## config.mk

```make
export PLATFORM = sky130hd
export DESIGN_NAME = cc40_cmd_scheduler
export DESIGN_NICKNAME = d
export VERILOG_FILES = /design/src/rtl/cc40_cmd_scheduler.sv
export SDC_FILE = /design/constraint.sdc
export NUM_CORES = 1
export LEC_CHECK = 0
export CAP_MARGIN = 20
export CORE_MARGIN = 2
export CORE_UTILIZATION = 58
export DETAILED_ROUTE_END_ITERATION = 16
export GPL_TIMING_DRIVEN = 0
export PLACE_DENSITY = 0.95
export SLEW_MARGIN = 25
export SYNTH_ARGS = -nofsm -noshare
export SYNTH_HDL_FRONTEND = slang
export SYNTH_SLANG_ARGS = --single-unit
```

## constraint.sdc

```tcl
create_clock -name clk -period 4 [get_ports clk]
set_clock_uncertainty 0.1 [all_clocks]
set_input_delay 0.8 -clock clk [delete_from_list [all_inputs] [get_ports clk]]
set_output_delay 0.8 -clock clk [all_outputs]
set_load 0.02 [all_outputs]
```

## src/rtl/cc40_cmd_scheduler.sv

```systemverilog
// CC-40 command scheduler: arms on a qualifying asynchronous parameter write, waits a
// whole number of seconds, then pulses req and loads alternating command frames A/B.
module cc40_cmd_scheduler #(
    parameter int unsigned CLK_PER_SEC = 80000000,
    parameter int unsigned PERIOD_SEC  = 120,
    parameter int unsigned REQ_LEN     = 20,
    parameter logic [10:0] TRIG_ADDR   = 11'd511,
    parameter logic [11:0] DATA_MAX    = 12'd60,
    parameter int unsigned NUM_BYTES   = 4,
    parameter logic [8*NUM_BYTES-1:0] CMD_A = {8'd3, 8'd0, 8'd21, 8'd50},
    parameter logic [8*NUM_BYTES-1:0] CMD_B = {8'd46, 8'd0, 8'd22, 8'd50},
    parameter bit          PERIODIC    = 1'b0,
    parameter bit          ONE_SHOT    = 1'b1,
    localparam int unsigned IW = (NUM_BYTES > 1) ? $clog2(NUM_BYTES) : 1
) (
    input  logic          clk,
    input  logic          rst,
    input  logic          WE,
    input  logic [10:0]   sAddr,
    input  logic [11:0]   sData,
    input  logic          cancel,
    input  logic [IW-1:0] numBytes,
    output logic          req,
    output logic          ena,
    output logic          sign,
    output logic [7:0]    fireCnt,
    output logic [7:0]    oData,
    output logic [1:0]    dbg_state
);

    localparam int unsigned TW = $clog2(CLK_PER_SEC);
    localparam int unsigned SW = (PERIOD_SEC > 1) ? $clog2(PERIOD_SEC) : 1;
    localparam int unsigned RW = $clog2(REQ_LEN + 1);

    typedef enum logic [1:0] {
        ST_IDLE  = 2'd0,
        ST_CHECK = 2'd1,
        ST_CNT   = 2'd2
    } state_t;

    state_t                 state_q, state_d;
    logic [2:0]             we_sync_q;
    logic                   we_rise;
    logic [TW-1:0]          tick_q, tick_d;
    logic [SW-1:0]          sec_q, sec_d;
    logic                   fire;
    logic [RW-1:0]          req_cnt_q;
    logic                   sign_q;
    logic                   fired_q;
    logic [7:0]             fire_cnt_q;
    logic [8*NUM_BYTES-1:0] mem_q;
    logic [7:0]             odata_q, odata_d;

    // sAddr/sData are stable while WE is high, so they are safe to read in CHECK.
    assign we_rise = ~we_sync_q[2] & we_sync_q[1];

    always_comb begin
        state_d = state_q;
        tick_d  = tick_q;
        sec_d   = sec_q;
        fire    = 1'b0;
        case (state_q)
            ST_IDLE: begin
                if (we_rise && !(ONE_SHOT && fired_q)) state_d = ST_CHECK;
            end
            ST_CHECK: begin
                if (sAddr == TRIG_ADDR && sData < DATA_MAX) begin
                    state_d = ST_CNT;
                    tick_d  = '0;
                    sec_d   = '0;
                end else begin
                    state_d = ST_IDLE;
                end
            end
            ST_CNT: begin
                // cancel takes priority over a fire landing in the same cycle
                if (cancel) begin
                    state_d = ST_IDLE;
                    tick_d  = '0;
                    sec_d   = '0;
                end else if (tick_q == TW'(CLK_PER_SEC - 1)) begin
                    tick_d = '0;
                    if (sec_q == SW'(PERIOD_SEC - 1)) begin
                        fire    = 1'b1;
                        sec_d   = '0;
                        state_d = PERIODIC ? ST_CNT : ST_IDLE;
                    end else begin
                        sec_d = sec_q + 1'b1;
                    end
                end else begin
                    tick_d = tick_q + 1'b1;
                end
            end
            default: state_d = ST_IDLE;
        endcase
    end

    always_comb begin
        odata_d = '0;
        for (int k = 0; k < NUM_BYTES; k++) begin
            if (numBytes == IW'(k)) odata_d = mem_q[8*k +: 8];
        end
    end

    always_ff @(posedge clk or negedge rst) begin
        if (!rst) begin
            state_q    <= ST_IDLE;
            we_sync_q  <= '0;
            tick_q     <= '0;
            sec_q      <= '0;
            req_cnt_q  <= '0;
            sign_q     <= 1'b0;
            fired_q    <= 1'b0;
            fire_cnt_q <= '0;
            mem_q      <= '0;
            odata_q    <= '0;
        end else begin
            state_q   <= state_d;
            we_sync_q <= {we_sync_q[1:0], WE};
            tick_q    <= tick_d;
            sec_q     <= sec_d;
            odata_q   <= odata_d;
            if (fire) begin
                // sign_q is the pre-toggle value: 0 means this fire is an A fire
                sign_q     <= ~sign_q;
                fire_cnt_q <= fire_cnt_q + 8'd1;
                fired_q    <= 1'b1;
                req_cnt_q  <= RW'(REQ_LEN);
                mem_q      <= sign_q ? CMD_B : CMD_A;
            end else if (req_cnt_q != '0) begin
                req_cnt_q <= req_cnt_q - 1'b1;
            end
        end
    end

    assign req       = (req_cnt_q != '0);
    assign ena       = (state_q == ST_CNT);
    assign sign      = sign_q;
    assign fireCnt   = fire_cnt_q;
    assign oData     = odata_q;
    assign dbg_state = state_q;

endmodule

```

==> Yosys cells after proc, flatten, opt, wreduce, memory -nomap -nowiden <==
Cells that the tools add are included.
{ "op_classes": {"n_mux": 26, "n_eq_ne": 12, "n_reduce_logical": 11, "bitwise_logic": 3, "n_lt_le_gt_ge": 1, "n_addsub": 4} }
{ "ops": {"columns": ["op", "count"], "rows": [
  ["27-bit 2-to-1 mux", 3],
  ["27-bit one-hot mux with 2 select lines", 1],
  ["8-bit 2-to-1 mux", 4],
  ["30-bit 2-to-1 mux", 1],
  ["7-bit 2-to-1 mux", 4],
  ["27-bit by 1-bit adder with 27-bit output, second input constant", 1],
  ["27-bit == test, second input constant", 1],
  ["7-bit one-hot mux with 2 select lines", 1],
  ["12-bit by 6-bit < comparator with 1-bit output, second input constant", 1],
  ["11-bit by 9-bit == test with 1-bit output, second input constant", 1],
  ["2-bit 2-to-1 mux", 5],
  ["5-bit 2-to-1 mux", 2],
  ["8-bit by 1-bit adder with 8-bit output, second input constant", 1],
  ["7-bit by 1-bit adder with 7-bit output, second input constant", 1],
  ["7-bit == test, second input constant", 1],
  ["2-bit == test, second input constant", 3],
  ["3-bit by 2-bit inequality test with 1-bit output, second input constant", 2],
  ["2-bit one-hot mux with 3 select lines", 1],
  ["3-bit AND reduction", 2],
  ["5-bit nonzero test", 1],
  ["5-bit by 1-bit subtractor with 5-bit output, second input constant", 1],
  ["2-bit by 1-bit == test with 1-bit output, second input constant", 2],
  ["2-bit logical NOT", 2],
  ["1-bit 2-to-1 mux", 4],
  ["7 further kinds", 11]
]} }
{ "word_totals": {"out_inout_bits": 21, "register_bits": 94, "elab_cells": 67} }

==> Longest topological paths before layout <==
Gate-level depths: netlist (run 1).
{ "logic_depth": {"word_depth": 6, "depth_mapped": 7} }

==> Least setup slack after synthesis (run 1) <==
OpenSTA, ideal clock, no wires.
{ "synth_path": {"kind": "register to output", "start": "reg req_cnt_q[0]", "end": "out req", "arrival_ps": 1477, "path_stages_with_launch": 6, "path_buffers": 0, "t_required_ps": 3100, "setup_slack_ps": 1623, "cell_sequence": "dfrtp_1 inv_1 ha_1 or3b_2 nor2_1 inv_1"} }
{ "synth_via": {"elab_chain_cells": 1} }
{ "synth_rtl": {"columns": ["element", "line", "source"], "rows": [
  ["start, declared", "47", "logic [RW-1:0] req_cnt_q;"],
  ["start signal, assigned", "128", "req_cnt_q <= RW'(REQ_LEN);"],
  ["start signal, assigned", "131", "req_cnt_q <= req_cnt_q - 1'b1;"],
  ["5-bit nonzero test", "136", "assign req = (req_cnt_q != '0);"],
  ["end, declared", "23", "output logic req,"]
]} }
Every way passes these cells.

==> Final worst setup path (run 1) <==
Same ends and word-level chain as after synthesis.

==> results of run 1 <==
==> state kept, by name, summed over array words and instances, names as in the netlist <==
signal     cells
tick_q        27
sec_q          7
oData          6
fireCnt        8
dbg_state      2
req_cnt_q      5
we_sync_q      3
mem_q          3
==> per-layer routing <==
layer	vias to the layer above	global-route usage	share of wire
met4	0	0.143	0.022
li1	1325	-	-
met2	183	0.503	0.51
met5	-	0	0
met3	20	0.0477	0.082
met1	1395	0.367	0.39
==> kinds of logic (layout without fill, tap and decap cells) <==
kind of cell,after synthesis,in the layout,share of synthesized area
AO/OA/AOI/OAI,71,71,0.138
flip-flops,61,61,0.488
AND/OR/NAND/NOR,142,142,0.266
XOR/XNOR,12,12,0.0336
multiplexers,5,5,0.0172
adder cells (fa/ha/maj),4,4,0.0160
buffers and inverters,30,92,0.0400
other,1,2,0.00120
==> report_power, final <==
group          leakage, nW  internal [mW]  switching (mW)
registers            0.824          0.619         0.00125
clock network        0.119          0.429           0.253
logic                0.746         0.0282          0.0213
total                 1.69           1.08           0.276
==> worst paths after layout <==
path                              startpoint           end  slack, ps
worst max-delay path            req_cnt_q[0]           req        730
worst min-delay path            we_sync_q[0]  we_sync_q[1]        250
worst max register to register  dbg_state[0]      sec_q[4]       1480
worst min register to register  we_sync_q[0]  we_sync_q[1]        250
max in group asynchronous                rst    tick_q[17]       3030
min in group asynchronous                rst      oData[2]        260
==> final cells by class <==
class,instances,area (sq um)
Multi-Input combinational cell,236,1490
Fill cell,361,1200
Inverter,14,52.6
Tap cell,70,87.6
Sequential cell,61,1530
Buffer,16,72.6
Timing Repair Buffer,46,468
Clock buffer,10,138
Clock inverter,6,110
==> through the flow <==
step	utilization	area, sq um	hold WS (ps)	cells	worst slack, ps
final	0.767	3940	253	459	729
after detailed placement	0.717	3690	242	443	743
after floorplan	-	3130	231	327	1620
after CTS	0.766	3940	257	459	714
after global placement	0.714	3670	237	442	217
after global routing	0.767	3940	270	459	581
==> cell usage after synthesis (6+ instances only) <==
library cell | n | area [sq um]
a21oi_1 | 26 | 130
clkbuf_1 | 9 | 33.8
dfrtp_1 | 61 | 1530
inv_1 | 14 | 52.6
nand2_1 | 27 | 101
nand3_1 | 14 | 70.1
nand4_1 | 18 | 113
nor2_1 | 22 | 82.6
nor3_1 | 9 | 45.0
nor4_1 | 6 | 37.5
o21ai_0 | 17 | 85.1
o31ai_1 | 17 | 128
or4_1 | 15 | 113
xnor2_1 | 6 | 52.6
xor2_1 | 6 | 52.6
==> impl_metrics.yaml, run 1 <==
outcome:
  status: "finished clean"
setup_path:
  crit_type: "reg -> out"
  cp.buffers_inverters: 3
  required_ps: 3100
  end_kind: "primary output"
  reg2reg_depth: 7
  cp_slowest_stage_delay_ps: 540
  cpMaxStageDelayCell: "clkdlybuf4s50_1"
  cp_num_cells: 6
  critical_path.top_delay_family: "simple AND/OR/NAND/NOR gates"
  worst_path_most_repeated_cell: "inv_1"
  crit_chain: "inv_1 > ha_1 > or3b_2 > nor2_1 > inv_1 > clkdlybuf4s50_1"
  start_kind: "flip-flop"
  crit_arrival_ps: 2370
  critPathMaxFanout: 6
drt:
  first_pass_iters: 5
  routed_wl_um: 8140
  drc_errors: 0
  wl_per_cell_um: 17.7
  num_vias: 2923
  vias_per_cell: 6.37
  ant_nets: 0
  drt-initial-drc-count: 233
global_route:
  antenna_found_initial: 0
  grt_max_degree: 35
  grt_pass1_vias: 2874
  overflow: 0
  grt_pass1_wl_um: 13900
  grt.total_usage: 0.295
clock_tree:
  holdBufCountCts: 0
  cts_tree: "done"
  cts.clk_slew.worst_paths_ps: 70
  cts_setup_buffers: 0
  cts.sink_count: 61
  cts_resized: 0
  root_buffer: "clkbuf_8"
  cts_max_path_buffers: 2
  htree_levels: 3
  numCtsBuffers: 9
  clock_latency_ps: 350
synthesis:
  synth-seq-cells: 61
  synthFlopType: "dfrtp_1"
  synth_cells: 326
  synth_edf_count: 0
  yosysSeqAreaShare: 0.488
  netlist_area_sq_um: 3130
  synth_area_per_cell_sq_um: 9.60
  yosysUniqueCellTypes: 48
  yosys_warnings: 0
  ys_async_sr_fraction: 1.00
timing:
  maxSlewHeadroom: 0.564
  timing_hold_violations_final: 0
  setup_viol: 0
  worst_pin_slew_ps: 649
  maxSlewViolCount: 0
  rsz0062_at_grt: "no"
  fin_crit_ps: 3270
  setup_tns_ps: 0
  period_share: 0.818
  fmax_ghz: 0.306
flow_run:
  drv_cap: 0
floorplan:
  die_width_um: 77.4
  io_pins: 50
  rows: 26
  start_util: 0.609
  die_area_sq_um: 6000
  die_y_um: 77.4
  coreArea_sq_um: 5140
worst_hold_path:
  min_path_cells: 0
  hold_class: "reg -> reg"
placed_design:
  hpwlAfterDp_um: 5500
  place.gp.congestion: 0.959
  io_buffers: 45
final_layout:
  final_cell_mix: "dfrtp_1, clkdlybuf4s50_1, nand2_1"
  drive_gt1_frac: 0.0874
  syn_to_final_growth_pct: 26.0
  finish.net_count: 417
  antenna_cells: 0
  layout_commonest_cell: "dfrtp_1"
power_and_ir_drop:
  power.density_nw_per_um2: 343
  p_leak_nw: 1.69
  ir_drop_mv: 0.291
  power_mw: 1.35
No activity file was read; power rests on OpenSTA's default activity.
==> run 2, diff against run 1 <==
- CORE_UTILIZATION: 58 -> 53
- PLACE_DENSITY: 0.95 -> 0.89
- clock period: 4 -> 3.25 ns (I/O delays scaled with it)
==> run 2 against run 1 <==
Against the previous run: flip-flop and latch count is the same; first-iteration DRC count decreased by 25%; worst setup slack got worse by 520 ps; largest power group is now sequential cells; largest cell class unchanged; register-to-register slack lost 640 ps; sequential power increased by 23%; critical endpoint unchanged; total power is 5.3% higher; core utilization fell by 7.7 points; via count is 2.8% lower; critical path depth is the same.
==> impl_metrics.yaml, run 2 (synthesized netlist as in run 1, its figures left out) <==
outcome:
  status: "finished clean"
timing:
  timing_hold_violations_final: 0
  maxSlewHeadroom: 0.355
  fin_crit_ps: 3040
  maxSlewViolCount: 0
  rsz0062_at_grt: "no"
  worst_pin_slew_ps: 958
  fin_ws_ps: 210
  setup_viol: 0
  period_share: 0.935
  fmax_ghz: 0.329
setup_path:
  required_ps: 2500
  reg2reg_depth: 7
  crit_type: "reg -> out"
  start_kind: "flip-flop"
  critPathLaunch: "req_cnt_q[0]"
  end_kind: "primary output"
  r2r_setup_slack_ps: 840
  timing.rr.end: "tick_q[21]"
  r2r_start: "tick_q[0]"
  crit_arrival_ps: 2290
  critPathMaxFanout: 6
final_layout:
  syn_to_final_growth_pct: 23.7
  layout.cells.non_filler: 461
  nFillCells: 426
  drive_gt1_frac: 0.0848
  largest_reg_flops: 27
  antenna_cells: 0
  finish.net_count: 417
  multiInputGateArea_sq_um: 1480
  largest_register: "tick_q"
  layout_commonest_cell: "dfrtp_1"
  ff_latch_area_sq_um: 1530
  final_cell_mix: "dfrtp_1, clkdlybuf4s50_1, nand2_1"
drt:
  drc_errors: 0
  drt-initial-drc-count: 174
  first_pass_iters: 5
  num_vias: 2840
  ant_nets: 0
  vias_per_cell: 6.16
  wl_per_cell_um: 16.0
  routed_wl_um: 7360
global_route:
  grt_pass1_wl_um: 12200
  overflow: 0
  grt_max_degree: 35
  grt.total_usage: 0.247
  antenna_found_initial: 0
  grt_pass1_vias: 2622
clock_tree:
  cts.clk_slew.worst_paths_ps: 70
  htree_levels: 3
  numCtsBuffers: 9
  root_buffer: "clkbuf_8"
  cts.sink_count: 61
  cts_tree: "done"
  cts_max_path_buffers: 2
  clock_latency_ps: 340
  holdBufCountCts: 0
placed_design:
  place.gp.congestion: 0.904
  dp_slack_ps: 226
  io_buffers: 45
  place_inst: 445
  hpwlAfterDp_um: 5240
worst_hold_path:
  hold_class: "in -> async"
floorplan:
  die_width_um: 80.8
  coreArea_sq_um: 5610
  die_y_um: 80.8
  io_pins: 50
  die_area_sq_um: 6530
  start_util: 0.558
  rows: 27
flow_run:
  drv_cap: 0
power_and_ir_drop:
  ir_drop_mv: 0.229
  p_leak_nw: 1.66
  power.density_nw_per_um2: 368
## run 2: through the flow
step           total power, mW  hold WS [ps]  area [sq um]  setup TNS, ps  utilization
2_1_floorplan            0.786           231          3130              0            -
3_3_place_gp             0.834           239          3670         -25810        0.655
3_5_place_dp             0.838           244          3690              0        0.658
4_1_cts                   1.44           121          3870              0        0.690
5_1_grt                   1.48           146          3870              0        0.690
6_report                  1.42           123          3870              0        0.690
## run 2: routing by layer
layer,wire [um],track usage,part of all wire
met1,3130,0.329,0.43
met2,3540,0.386,0.48
met3,531,0.0478,0.072
met4,162,0.125,0.022
met5,0,0,0
## run 2: what timing repair did
action | CTS | global route
setup buffers | 0 | 0
resized for setup | 0 | 1
setup endpoints to repair | 0 | 1
## run 2: final cells by class
cell class,instances,share of cell area
sequential,61,0.394
multi-input combinational,236,0.383
timing repair buffer,46,0.121
clock buffer,12,0.0401
tap,72,0.0233
buffer,16,0.0188
inverter,14,0.0136
clock inverter,4,0.00582
## run 2: worst max-delay path by stage
stage | cells after the start | slack, ps | to
2_1_floorplan | 5 | 1020 | req
4_1_cts | 6 | 90 | req
3_5_place_dp | 8 | 230 | sec_q[3]
3_3_place_gp | 1 | -430 | tick_q[15]
5_1_grt | 6 | 70 | req
6_report | 6 | 210 | req
## run 2: critical path: stages, from the launching register on
cell and delay [ps]:
dfrtp_1 380, inv_1 90, ha_1 170, or3b_2 470, nor2_2 220, inv_1 70, clkdlybuf4s50_1 530
## run 2: where the power goes
part / total [mW] / switching [mW] / internal, mW
sequential: 0.763 / 0.00136 / 0.762
clock: 0.601 / 0.287 / 0.314
combinational: 0.0594 / 0.0247 / 0.0347
total: 1.42 / 0.313 / 1.11
